`src/rtl/add_sub_serial.sv`:
```
// Serial multi-cycle adder/subtractor: SLICE bits per clock, LSB slice first, start/done handshake.
// Define ADD_SATURATE_EN to clamp Soma to signed max/min on overflow instead of wrapping.
module add_sub_serial #(
    parameter int unsigned WIDTH = 32,
    parameter int unsigned SLICE = 8
) (
    input  logic             clk,
    input  logic             reset,
    input  logic [WIDTH-1:0] Input1,
    input  logic [WIDTH-1:0] Input2,
    input  logic             Sub,
    input  logic             Start,
    output logic             Busy,
    output logic             Done,
    output logic [WIDTH-1:0] Soma,
    output logic             CarryOut,
    output logic             Overflow,
    output logic             Zero
);
    localparam int unsigned N    = WIDTH / SLICE;
    localparam int unsigned IdxW = (N > 1) ? $clog2(N) : 1;
    localparam logic [IdxW-1:0] LastIdx = IdxW'(N - 1);

    typedef enum logic [1:0] {StIdle, StCalc, StDone} state_e;

    state_e           state_q;
    logic [WIDTH-1:0] a_q, b_q, sum_q;
    logic             carry_q;
    logic [IdxW-1:0]  idx_q;
    logic             busy_q, done_q;
    logic [WIDTH-1:0] soma_q;
    logic             cout_q, ovf_q, zero_q;

    int unsigned      lsb;
    logic [SLICE-1:0] slice_a, slice_b;
    logic [SLICE:0]   slice_sum;
    logic [WIDTH-1:0] slice_mask;
    logic [WIDTH-1:0] sum_d;
    logic             overflow_d;
    logic [WIDTH-1:0] soma_d;

    always_comb begin
        lsb        = 32'(idx_q) * SLICE;
        slice_a    = SLICE'(a_q >> lsb);
        slice_b    = SLICE'(b_q >> lsb);
        slice_sum  = {1'b0, slice_a} + {1'b0, slice_b} + {{SLICE{1'b0}}, carry_q};
        slice_mask = WIDTH'({SLICE{1'b1}});
        // Splice the current slice into the partial sum; only meaningful on the last slice.
        sum_d      = (sum_q & ~(slice_mask << lsb)) | (WIDTH'(slice_sum[SLICE-1:0]) << lsb);
        overflow_d = (a_q[WIDTH-1] == b_q[WIDTH-1]) && (sum_d[WIDTH-1] != a_q[WIDTH-1]);
        soma_d     = sum_d;
`ifdef ADD_SATURATE_EN
        if (overflow_d) begin
            soma_d = a_q[WIDTH-1] ? {1'b1, {(WIDTH-1){1'b0}}} : {1'b0, {(WIDTH-1){1'b1}}};
        end
`endif
    end

    always_ff @(posedge clk) begin
        if (reset) begin
            state_q <= StIdle;
            a_q     <= '0;
            b_q     <= '0;
            sum_q   <= '0;
            carry_q <= 1'b0;
            idx_q   <= '0;
            busy_q  <= 1'b0;
            done_q  <= 1'b0;
            soma_q  <= '0;
            cout_q  <= 1'b0;
            ovf_q   <= 1'b0;
            zero_q  <= 1'b0;
        end else begin
            done_q <= 1'b0;
            unique case (state_q)
                StIdle: begin
                    if (Start) begin
                        a_q     <= Input1;
                        b_q     <= Sub ? ~Input2 : Input2;
                        carry_q <= Sub;
                        idx_q   <= '0;
                        busy_q  <= 1'b1;
                        state_q <= StCalc;
                    end
                end
                StCalc: begin
                    sum_q   <= sum_d;
                    carry_q <= slice_sum[SLICE];
                    idx_q   <= idx_q + IdxW'(1);
                    if (idx_q == LastIdx) begin
                        state_q <= StDone;
                        soma_q  <= soma_d;
                        cout_q  <= slice_sum[SLICE];
                        ovf_q   <= overflow_d;
                        zero_q  <= (soma_d == '0);
                        done_q  <= 1'b1;
                    end
                end
                StDone: begin
                    busy_q  <= 1'b0;
                    state_q <= StIdle;
                end
                default: state_q <= StIdle;
            endcase
        end
    end

    assign Busy     = busy_q;
    assign Done     = done_q;
    assign Soma     = soma_q;
    assign CarryOut = cout_q;
    assign Overflow = ovf_q;
    assign Zero     = zero_q;

endmodule

```
`config.mk`:
```
export PLATFORM = sky130hd
export DESIGN_NAME = add_sub_serial
export DESIGN_NICKNAME = d
export VERILOG_FILES = /design/src/rtl/add_sub_serial.sv
export SDC_FILE = /design/constraint.sdc
export NUM_CORES = 1
export LEC_CHECK = 0
export CORE_ASPECT_RATIO = 1.75
export CORE_MARGIN = 3
export CORE_UTILIZATION = 48
export DETAILED_ROUTE_END_ITERATION = 8
export PLACE_DENSITY = 0.74
export SLEW_MARGIN = 25
export SYNTH_ARGS = -nofsm -noshare
export SYNTH_HDL_FRONTEND = slang
export SYNTH_SLANG_ARGS = --single-unit
export TNS_END_PERCENT = 1
```
`constraint.sdc`:
```
create_clock -name clk -period 3.3 [get_ports clk]
set_input_delay 0.66 -clock clk [delete_from_list [all_inputs] [get_ports clk]]
set_output_delay 0.66 -clock clk [all_outputs]
set_load 0.1 [all_outputs]
```
# Yosys cells after proc, flatten, opt, wreduce, memory -nomap -nowiden
# Cells that the tools add are included.
totals:
  in_bits: 68
  ff_bits: 138
  output_inout_bits: 37
  elab_cells: 53
op_classes:
  bitwise_logic: 5
  eq_ne: 7
  n_addsub: 3
  mux: 11
  n_reduce_logical: 11
  shift: 4
ops:
  columns: ["cell", "n"]
  rows:
  - ["$not A32 Y32", 2]
  - ["$shr A32 B5 Y8", 2]
  - ["$and A32 B32 Y32", 1]
  - ["$logic_not A32 Y1", 1]
  - ["$mux W32", 1]
  - ["$or A32 B32 Y32", 1]
  - ["$shl A8 B5 Y32", 1]
  - ["$shl A8 B5 Y32 const A", 1]
  - ["$reduce_and A2 Y1", 5]
  - ["$add A8 B8 Y9", 1]
  - ["$add A9 B1 Y9", 1]
  - ["$pmux W2 S2", 2]
  - ["$mux W2", 3]
  - ["$eq A2 B2 Y1 const B", 2]
  - ["$ne A2 B2 Y1 const B", 2]
  - ["$pmux W1 S2", 2]
  - ["$reduce_bool A2 Y1", 2]
  - ["$mux W1", 3]
  - ["$add A2 B1 Y2 const B", 1]
  - ["$eq A2 B1 Y1 const B", 1]
  - ["$logic_not A2 Y1", 1]
  - ["$reduce_or A2 Y1", 1]
  - ["$eq A1 B1 Y1", 1]
  - ["$logic_and A1 B1 Y1", 1]
  - ["other kinds (2)", 2]

# Longest topological paths before layout
# Gate-level depths: netlist of the first run.
logic_depth:
  ltp_word: 7
  mapped_depth: 13
  mapped_depth_nobuf: 10

# Least setup slack after synthesis of the first run
# OpenSTA, ideal clock, no wires.
synth_path:
  path_kind: "register -> register"
  startpoint: "register idx_q[0]"
  endpoint: "register zero_q, in the netlist Zero"
  setup_ps: 69
  period_less_slack_ps: 3344
  required_time_ps: 3231
  stages_incl_launch_ff: 14
  path_buffers: 3
  slack_ps: -44
  t_arrival_ps: 3275
  cell_sequence: "dfxtp_1 > buf_4 > buf_2 > mux4_2 > fa_1 > inv_1 > fa_1 > clkbuf_1 > nor3b_1 > a2111oi_0 > nand4_1 > a2111oi_0 > nand4b_1 > o21ai_1"
synth_between:
  elab_chain_cells: 6
  word_cells_on_any_way: 12
synth_rtl:
  columns: ["item", "line_no", "source"]
  rows:
  - ["start, declared", "29", "logic [IdxW-1:0] idx_q;"]
  - ["start signal, assigned", "89", "idx_q <= idx_q + IdxW'(1);"]
  - ["$shr A32 B5 Y8 (on tied branches)", "44, 45", null]
  - ["$add A8 B8 Y9", "46", "slice_sum = {1'b0, slice_a} + {1'b0, slice_b} + {{SLICE{1'b0}}, carry_q};"]
  - ["$add A9 B1 Y9", "46", null]
  - ["$shl A8 B5 Y32", "49", "sum_d = (sum_q & ~(slice_mask << lsb)) | (WIDTH'(slice_sum[SLICE-1:0]) << lsb);"]
  - ["$or A32 B32 Y32", "49", null]
  - ["$logic_not A32 Y1", "95", "zero_q <= (soma_d == '0);"]
  - ["end signal, assigned", "95", null]
  - ["end, declared", "32", "logic cout_q, ovf_q, zero_q;"]
# Several ways; a longest one is shown, not always the timed one.
# A chain may end at the register's enable or synchronous reset.

# Worst setup path in the final report of the first run
layout_path:
  startpoint: "register idx_q[0]"
  endpoint: "register ovf_q, in the netlist Overflow"
layout_between:
  elab_chain_cells: 7
  word_cells_on_any_way: 13
layout_rtl:
  columns: ["item", "line_no", "source"]
  rows:
  - ["$shr A32 B5 Y8 (on tied branches)", "44, 45", null]
  - ["$add A8 B8 Y9", "46", null]
  - ["$add A9 B1 Y9", "46", null]
  - ["$shl A8 B5 Y32", "49", null]
  - ["$or A32 B32 Y32", "49", null]
  - ["$ne A1 B1 Y1", "50", "overflow_d = (a_q[WIDTH-1] == b_q[WIDTH-1]) && (sum_d[WIDTH-1] != a_q[WIDTH-1]);"]
  - ["$logic_and A1 B1 Y1", "50", null]
  - ["end signal, assigned", "94", "ovf_q <= overflow_d;"]
  - ["end, declared", "32", null]
# Several ways; a longest one is shown, not always the timed one.

==> results of run 1 <==
critical path, delay by kind of cell (launching register included):
family | cells | cell delay (ns)
AOI/OAI and AO/OA | 3 | 0.35
and+or+nand+nor | 2 | 1.01
xor gates and xnor gates | 1 | 0.15
muxes | 1 | 0.51
adders and majority gates | 1 | 0.33
DFF | 1 | 0.39
buffers and inverters | 1 | 0.18
cells by family (layout without fill, tap and decap cells):
family,count (synthesis),in the layout,share of synthesized area [%]
compound gates,176,176,19.8
xor+xnor,35,35,4.97
fa+ha+maj,13,13,2.88
buf+inv,64,179,4.14
flops,137,137,44.5
mux,16,16,5.85
simple gates,254,254,17.9
report_power, final:
part	switching [W]	internal, W	total (W)
Sequential	0.0000594	0.00174	0.00179
Combinational	0.000413	0.000338	0.000751
Clock	0.000733	0.00104	0.00177
Total	0.00121	0.00311	0.00432
cell usage in the layout, fill, tap and decap left out, types with 6 or more instances in the layout:
cell type / instances
clkdlybuf4s50_1: 65
ha_1: 11
a221oi_1: 11
buf_4: 68
a21oi_1: 52
mux4_2: 16
inv_1: 11
nor2_1: 116
a211oi_1: 54
nor3_1: 22
clkbuf_16: 17
nor2b_1: 12
dfxtp_1: 136
clkinv_4: 6
xnor2_1: 33
nand2_1: 75
a22oi_1: 33
final timing paths:
kind | end | slack, ns | cells after the start
hold / removal | Soma[31] | 0.45 | 2
setup / recovery | Overflow | 0.28 | 9
hold reg to reg | Soma[31] | 0.45 | 2
setup reg to reg | Overflow | 0.28 | 9
routing by layer:
metal / part of all wire (%) / wire length [um] / track usage (%) / up-vias
met5: 0 / 0 / 0 / -
met4: 6.8 / 1180 / 18.1 / 0
met3: 3.8 / 664 / 3.57 / 72
met2: 55 / 9480 / 46.1 / 183
met1: 34 / 5950 / 25.0 / 2576
li1: - / - / - / 2696
through the flow:
step	util (%)	setup WS [ns]
detailed placement	59.1	0.0992
global placement	59.1	0.199
global route	63.6	0.0774
CTS	63.6	0.0898
finish	63.6	0.285
floorplan	-	0.0138
cell type report:
| type | count | area share [%] |
|---|---|---|
| multi-input cells | 494 | 40.0 |
| flip-flops and latches | 137 | 34.5 |
| repair buffers | 137 | 15.4 |
| well taps | 168 | 2.64 |
| inverters | 11 | 0.519 |
| clock inverters | 13 | 1.54 |
| clock buffers | 18 | 5.40 |
state kept, by name, indices dropped and copies added (netlist names), 2 cells and up:
signal,flops
a_q,32
sum_q,31
Soma,32
idx_q,2
state_q,2
b_q,32
==> flow_metrics.py, run 1 <==
metrics = {
    "outcome": {
        "outcome": "finished clean",
    },
    "power_and_ir_drop": {
        "p_leak_nw": 2.96,
        "vdd_ir_drop_max_mv": 0.307,
        "pwr_density_cell_nw_per_um2": 543,
        "power.total_w": 0.00432,
    },
    "placed_design": {
        "io_buffers": 104,
        "dp_cells": 947,
        "dp_hpwl_mm": 13.1,
        "gp_congestion": 0.935,
        "place_area_sq_um": 7390,
    },
    "setup_path": {
        "worstPathCellList": "buf_12 -> mux4_2 -> ha_1 -> or4_4 -> o21ai_2 -> a21oi_2 -> xor2_1 -> or4b_1 -> a311oi_2",
        "start_kind": "flip-flop",
        "crit_path_start": "idx_q[0]",
        "cpMaxStageDelayCell": "or4_4",
        "critPathKind": "reg2reg",
        "crit_arrival_ns": 3.34,
        "r2r_start": "idx_q[0]",
        "crit_path_end_kind": "flip-flop",
        "crit_fanout": 13,
        "worstPathRequired_ns": 3.63,
        "cp_slowest_stage_delay_ns": 0.54,
    },
    "detailed_routing": {
        "drt_iter0_markers": 290,
        "wl_per_cell_um": 17.7,
        "drc": 0,
        "ant_nets": 0,
        "first_pass_iters": 6,
        "routed-via-count": 5527,
        "routed_wl_mm": 17.3,
        "via_per_inst": 5.65,
    },
    "sta": {
        "relSlewSlack_pct": 42.5,
        "hold_viol": 0,
        "fin_crit_ns": 3.02,
        "finalSetupViolCount": 0,
        "finalClockSkew_ns": 0.00809,
        "min_period_over_period_pct": 91.4,
        "rsz0062_at_grt": "false",
        "final.setup.tns_ns": 0,
        "final-max-slew-violation-count": 0,
        "timing.fmax_ghz": 0.332,
        "tightest_slew_ns": 0.863,
        "whs_ns": 0.452,
    },
    "synth": {
        "postSynthAreaPerCell_sq_um": 8.87,
        "syn_area_sq_um": 6160,
        "yosysMostFrequentCell": "dfxtp_1",
        "yosys-top-cells-count": "dfxtp_1, nor2_1, nand2_1",
        "syn_nets": 776,
        "synthArstFlopShare_pct": 0,
        "ys.warnings.count": 0,
        "synth.area.top_cells": "dfxtp_1, nor2_1, a211oi_1",
        "synth_edf_count": 0,
        "yosysSeqAreaShare_pct": 44.5,
        "yosysTopAreaCell": "dfxtp_1",
        "synth_cell_type_count": 51,
        "syn_inst": 695,
        "synth_top_flop_cell": "dfxtp_1",
        "synth_top_cell_area_share_pct": 44.5,
        "ys_ff_latch": 137,
    },
    "layout": {
        "finish.instance_area_sq_um": 7950,
        "fillers": 1078,
        "final_layout_size_suffix_gt1_share_pct": 15.8,
        "diodes": 0,
        "final_cells": 978,
        "nets": 879,
        "seq_area_sq_um": 2740,
        "syn_to_final_growth_pct": 29.0,
        "multi_input_area_sq_um": 3180,
    },
    "cts": {
        "cts_resized": 0,
        "path_clk_slew_ns": 0.06,
        "cts.path.max_buffers": 2,
        "cts.sinks": 137,
        "cts_setup_buffers": 0,
        "cts_max_level": 4,
        "clk_latency_ns": 0.42,
        "cts-buffers-inserted": 17,
        "cts_hold_buf": 0,
        "cts_tree": "done",
        "cts_root_buf": "clkbuf_16",
    },
    "worst_hold_path": {
        "hp-start": "Soma[31]",
        "hold_path_class": "reg2reg",
    },
    "grt": {
        "antenna_found_initial": 0,
        "grt_max_degree": 80,
        "grt_first_pass_wirelength_mm": 27.6,
        "gr-total-overflow": 0,
        "track_usage_pct": 24.9,
        "grt_pass1_vias": 5416,
    },
    "floorplan": {
        "die_h_um": 156,
        "die-area_sq_um": 14300,
        "core_region_area_sq_um": 12500,
        "die_w_um": 91.7,
        "rows": 54,
        "ios": 105,
        "start_util_pct": 49.3,
    },
    "flow_run": {
        "maxCapViolCount": 0,
    },
}
(Power assumes the default switching activity.)
==> run 2: changes to the inputs <==
--- a/config.mk
+++ b/config.mk
@@ -5,9 +5,11 @@
 export SDC_FILE = /design/constraint.sdc
 export NUM_CORES = 1
 export LEC_CHECK = 0
+export CELL_PAD_IN_SITES_DETAIL_PLACEMENT = 0
+export CELL_PAD_IN_SITES_GLOBAL_PLACEMENT = 1
 export CORE_ASPECT_RATIO = 1.75
 export CORE_MARGIN = 3
-export CORE_UTILIZATION = 48
+export CORE_UTILIZATION = 36
 export DETAILED_ROUTE_END_ITERATION = 8
 export PLACE_DENSITY = 0.74
 export SLEW_MARGIN = 25
==> run 2 against run 1 <==
Maximum frequency shrank 3.5%; first-iteration DRC count shrank 6.2%; clock skew grew 0.00068 ns; total power rose by 5.2%; largest cell class unchanged.
==> flow_metrics.py, run 2 (synthesized netlist as in run 1, its figures left out) <==
metrics = {
    "floorplan": {
        "die-area_sq_um": 18800,
        "ios": 105,
        "die_h_um": 179,
        "start_util_pct": 37.1,
        "core_region_area_sq_um": 16600,
        "rows": 62,
        "die_w_um": 105,
    },
    "power_and_ir_drop": {
        "swShare_pct": 27.6,
        "p_clk_share_pct": 44.3,
        "power_frac_seq_pct": 39.4,
        "pwr_density_cell_nw_per_um2": 564,
        "p_leak_nw": 2.95,
        "p_sw_w": 0.00125,
        "vdd_ir_drop_max_mv": 0.313,
        "p_int_w": 0.00329,
        "pwr-share-comb_pct": 16.3,
    },
    "cts": {
        "cts.path.max_buffers": 2,
        "path_clk_slew_ns": 0.06,
        "cts_root_buf": "clkbuf_16",
        "cts_max_level": 4,
        "cts.sinks": 137,
        "clk_latency_ns": 0.42,
        "cts_tree": "done",
        "cts-buffers-inserted": 17,
    },
    "setup_path": {
        "reg2reg_slack_ns": 0.17,
        "start_kind": "flip-flop",
        "critPathKind": "reg2reg",
        "worstPathRequired_ns": 3.63,
        "crit_path_end_kind": "flip-flop",
        "crit_arrival_ns": 3.46,
        "cp_slowest_stage_delay_ns": 0.52,
        "crit_fanout": 13,
        "cpMaxStageDelayCell": "mux4_2",
        "path_buf_inv": 3,
        "worstPathCellList": "buf_12 -> mux4_2 -> fa_1 -> inv_1 -> fa_1 -> nand2b_1 -> a21oi_1 -> o31a_1 -> nor2_1 -> buf_6 -> a22oi_1 -> a211oi_1",
        "path_common_cell": "fa_1",
        "crit_family": "compound AO/OA/AOI/OAI gates",
    },
    "grt": {
        "grt_max_degree": 86,
        "gr-total-overflow": 0,
        "grt_first_pass_wirelength_mm": 28.1,
        "grt_pass1_vias": 5359,
        "antenna_found_initial": 0,
        "track_usage_pct": 19.2,
    },
    "sta": {
        "timing.fmax_ghz": 0.320,
        "relSlewSlack_pct": 40.3,
        "tightest_slew_ns": 0.896,
        "min_period_over_period_pct": 94.7,
        "finalClockSkew_ns": 0.00876,
        "fin_crit_ns": 3.13,
        "final-max-slew-violation-count": 0,
        "hold_viol": 0,
        "final.setup.tns_ns": 0,
        "finalSetupViolCount": 0,
    },
    "layout": {
        "syn_to_final_growth_pct": 30.7,
        "final_layout_size_suffix_gt1_share_pct": 15.8,
        "mostFrequentLayoutCells": "dfxtp_1, nor2_1, nand2_1",
        "seq_area_sq_um": 2740,
        "multi_input_area_sq_um": 3220,
        "final_common_cell": "dfxtp_1",
        "diodes": 0,
        "fillers": 1686,
        "finish.instance_area_sq_um": 8060,
        "nets": 870,
    },
    "detailed_routing": {
        "wl_per_cell_um": 17.6,
        "routed-via-count": 5343,
        "drt_iter0_markers": 272,
        "via_per_inst": 5.21,
        "drc": 0,
        "first_pass_iters": 5,
        "routed_wl_mm": 18.0,
        "ant_nets": 0,
    },
    "worst_hold_path": {
        "hold_path_class": "in2reg",
    },
    "outcome": {
        "outcome": "finished clean",
    },
    "placed_design": {
        "place_area_sq_um": 7370,
        "io_buffers": 104,
        "dp_hpwl_mm": 13.5,
        "gp_congestion": 0.893,
    },
    "flow_run": {
        "maxCapViolCount": 0,
    },
}
[run 2: changes by cell type in the layout (fill, tap and decap cells not counted), moves of 2 or more]
cell,before,now
xor2_2,0,2
xor2_1,2,0
bufinv_16,1,3
inv_8,0,2
a22oi_1,33,31
inv_6,2,4
a22oi_2,0,2
buf_4,68,59
clkinv_4,6,2
clkinv_2,3,1
[run 2: final cells by class]
type | instances | area share (%)
clock inverter | 14 | 2.30
clock buffer | 18 | 5.45
sequential | 137 | 34.1
tap | 224 | 3.48
inverter | 11 | 0.513
timing repair buffer | 128 | 14.3
multi-input combinational | 494 | 39.9
[run 2: final timing paths]
kind                               start        to  cells past startpoint
worst max-delay path            idx_q[0]  Soma[14]                     12
worst min-delay path               reset  Soma[13]                      2
worst max register to register  idx_q[0]  Soma[14]                     12
worst min register to register    a_q[2]    a_q[2]                      2
[run 2: layer usage]
metal	track usage (%)	vias up	share of wire [%]
met5	0	-	0
met4	8.92	0	3.4
met3	3.10	34	3.0
met2	37.8	122	56
met1	19.3	2518	37
li1	-	2669	-
[run 2: metrics by stage]
step           cells  setup WS (ns)  util (%)  hold WS, ns  power (W)
3_3_place_gp     993         -0.145      44.4        0.443    0.00254
2_1_floorplan    695         0.0138         -        0.433    0.00225
6_report        1026          0.174      48.5        0.436    0.00454
4_1_cts         1025         0.0144      48.3        0.423    0.00457
5_1_grt         1026        -0.0136      48.5        0.433    0.00470
3_5_place_dp     993         -0.243      44.4        0.447    0.00256
[run 2: repair_timing]
item | CTS | global route
cloned | 0 | 0
resized for setup | 4 | 7
pin swaps | 0 | 2
hold buffers | 0 | 0
setup buffers | 0 | 1
endpoints found under the setup margin | 1 | 11
[run 2: power groups by stage]
stage | logic [W] | registers, W | clock network [W]
after detailed placement | 0.000729 | 0.00183 | 0
after CTS | 0.000734 | 0.00179 | 0.00204
final | 0.000741 | 0.00179 | 0.00201
after global routing | 0.000802 | 0.00180 | 0.00210
after global placement | 0.000718 | 0.00183 | 0
after floorplan | 0.000439 | 0.00181 | 0
==> run 3: changes to the inputs <==
--- a/config.mk
+++ b/config.mk
@@ -7,9 +7,10 @@
 export LEC_CHECK = 0
 export CELL_PAD_IN_SITES_DETAIL_PLACEMENT = 0
 export CELL_PAD_IN_SITES_GLOBAL_PLACEMENT = 1
-export CORE_ASPECT_RATIO = 1.75
+export CORE_ASPECT_RATIO = 1.5
 export CORE_MARGIN = 3
 export CORE_UTILIZATION = 36
+export CTS_CLUSTER_DIAMETER = 60
 export DETAILED_ROUTE_END_ITERATION = 8
 export PLACE_DENSITY = 0.74
 export SLEW_MARGIN = 25
==> run 3 against run 2 <==
Wire length fell by 2.2%; register-to-register slack got worse by 0.02 ns; total power fell by 6.0%; die area fell by 0.16%; non-clock buffer count fell by 3; critical path depth fell by 3; sequential share of layout area rose by 0.49 points; worst hold slack improved by 0.019 ns; maximum frequency fell by 0.65%; utilization fell by 1.2 points; sequential cell count did not move; setup slack got worse by 0.020 ns; largest power group is now registers; highest routed layer unchanged.
==> flow_metrics.py, run 3 (synthesized netlist as in run 1, its figures left out) <==
metrics = {
    "setup_path": {
        "crit_family": "simple AND/OR/NAND/NOR gates",
        "start_kind": "flip-flop",
        "crit_fanout": 12,
        "cp_slowest_stage_delay_ns": 0.57,
        "crit_arrival_ns": 3.47,
        "critPathKind": "reg2reg",
        "worstPathRequired_ns": 3.62,
        "worstPathCellList": "buf_12 -> mux4_2 -> ha_1 -> or4_4 -> o21ai_2 -> a21oi_2 -> xor2_1 -> or4b_1 -> a311oi_2",
        "path_buf_inv": 1,
        "cpMaxStageDelayCell": "or4_4",
        "crit_path_end_kind": "flip-flop",
    },
    "layout": {
        "post-route-util_pct": 47.4,
        "fillers": 1641,
        "final_common_cell": "dfxtp_1",
        "mostFrequentLayoutCells": "dfxtp_1, nor2_1, nand2_1",
        "diodes": 0,
        "final_cells": 1009,
        "nets": 867,
        "final_layout_size_suffix_gt1_share_pct": 15.5,
        "syn_to_final_growth_pct": 28.8,
    },
    "sta": {
        "finalSetupViolCount": 0,
        "fin_ws_ns": 0.154,
        "hold_viol": 0,
        "min_period_over_period_pct": 95.3,
        "tightest_slew_ns": 0.939,
        "timing.fmax_ghz": 0.318,
        "final.setup.tns_ns": 0,
        "fin_crit_ns": 3.15,
        "relSlewSlack_pct": 36.9,
        "final-max-slew-violation-count": 0,
        "finalClockSkew_ns": 0.00912,
        "rsz0062_at_grt": "false",
    },
    "grt": {
        "grt_first_pass_wirelength_mm": 28.5,
        "use_met1_pct": 21.6,
        "grt_pass1_vias": 5385,
        "use_met3_pct": 3.17,
        "antenna_found_initial": 0,
        "grt-busiest-layer": "met2",
        "grt.met2_usage_pct": 34.5,
        "grt_max_degree": 75,
        "gr-total-overflow": 0,
        "track_usage_pct": 19.0,
    },
    "cts": {
        "cts_root_buf": "clkbuf_16",
        "cts.path.max_buffers": 2,
        "cts_hold_buf": 0,
        "cts_tree": "done",
        "cts_max_level": 4,
        "path_clk_slew_ns": 0.06,
        "cts-buffers-inserted": 17,
        "cts.sinks": 137,
        "clk_latency_ns": 0.41,
    },
    "flow_run": {
        "maxCapViolCount": 0,
    },
    "placed_design": {
        "dp_cells": 976,
        "place_ws_ns": -0.298,
        "dp_hpwl_mm": 12.9,
        "io_buffers": 104,
        "gp_congestion": 0.938,
    },
    "detailed_routing": {
        "via_per_inst": 5.27,
        "drc": 0,
        "first_pass_iters": 4,
        "ant_nets": 0,
        "routed-via-count": 5316,
        "wl_per_cell_um": 17.5,
        "routed_wl_mm": 17.6,
        "drt_iter0_markers": 319,
    },
    "floorplan": {
        "start_util_pct": 36.8,
        "ios": 105,
        "die_h_um": 166,
        "die-area_sq_um": 18800,
        "rows": 58,
        "die_w_um": 113,
        "core_region_area_sq_um": 16800,
    },
    "power_and_ir_drop": {
        "pwr_density_cell_nw_per_um2": 538,
        "p_leak_nw": 2.89,
        "power.total_w": 0.00427,
        "vdd_ir_drop_max_mv": 0.288,
    },
    "outcome": {
        "outcome": "finished clean",
    },
    "worst_hold_path": {
        "hold_path_class": "reg2reg",
    },
}
## run 3: cell types whose count changed in the layout (fill, tap and decap cells not counted), sizes merged
cell      change
buf           -3
bufinv        -3
clkbuf        -1
clkinv        +3
clkinvlp      +2
inv           -1
## run 3: metal layers
layer / share of wire, % / up-vias
li1: - / 2660
met1: 39 / 2485
met2: 54 / 140
met3: 3.7 / 31
met5: 0 / -
met4: 3.1 / 0
## run 3: layout make-up
class                   count  area [sq um]  share of cell area, %
clock buffers              17           425                   5.36
clock inverters            15           119                   1.50
inverters                  11          41.3                  0.520
multi-input cells         494          3210                   40.4
flip-flops and latches    137          2740                   34.6
well taps                 210           263                   3.31
repair buffers            125          1140                   14.4
## run 3: worst paths after layout
kind / from / end / slack (ns) / depth (start not counted)
max: idx_q[0] / Overflow / 0.15 / 9
max reg2reg: idx_q[0] / Overflow / 0.15 / 9
min: a_q[2] / a_q[2] / 0.45 / 2
min reg2reg: a_q[2] / a_q[2] / 0.45 / 2
## run 3: power breakdown
group | internal [W] | switching [W]
clock | 0.000973 | 0.000779
combinational | 0.000316 | 0.000413
sequential | 0.00173 | 0.0000531
## run 3: per-stage QoR
step                      area [sq um]  hold WS (ns)
after global routing              7940         0.479
after CTS                         7900         0.455
after detailed placement          7350         0.447
after global placement            7350         0.442
after floorplan                   6170         0.433
final                             7940         0.454
## run 3: worst register-to-register path, delay by kind of cell, from the launching register on
kind | cells | cell delay (ns)
buffers and inverters | 1 | 0.17
AO/OA/AOI/OAI | 3 | 0.36
flip-flops | 1 | 0.37
AND/OR/NAND/NOR | 2 | 1.04
multiplexers | 1 | 0.55
XOR/XNOR | 1 | 0.16
adder cells (fa/ha/maj) | 1 | 0.41
## run 3: what timing repair did
| action | CTS | global route |
|---|---|---|
| setup endpoints to repair | 1 | 15 |
| resized for setup | 4 | 7 |
| buffers inserted | 0 | 1 |
| pin swaps | 0 | 2 |
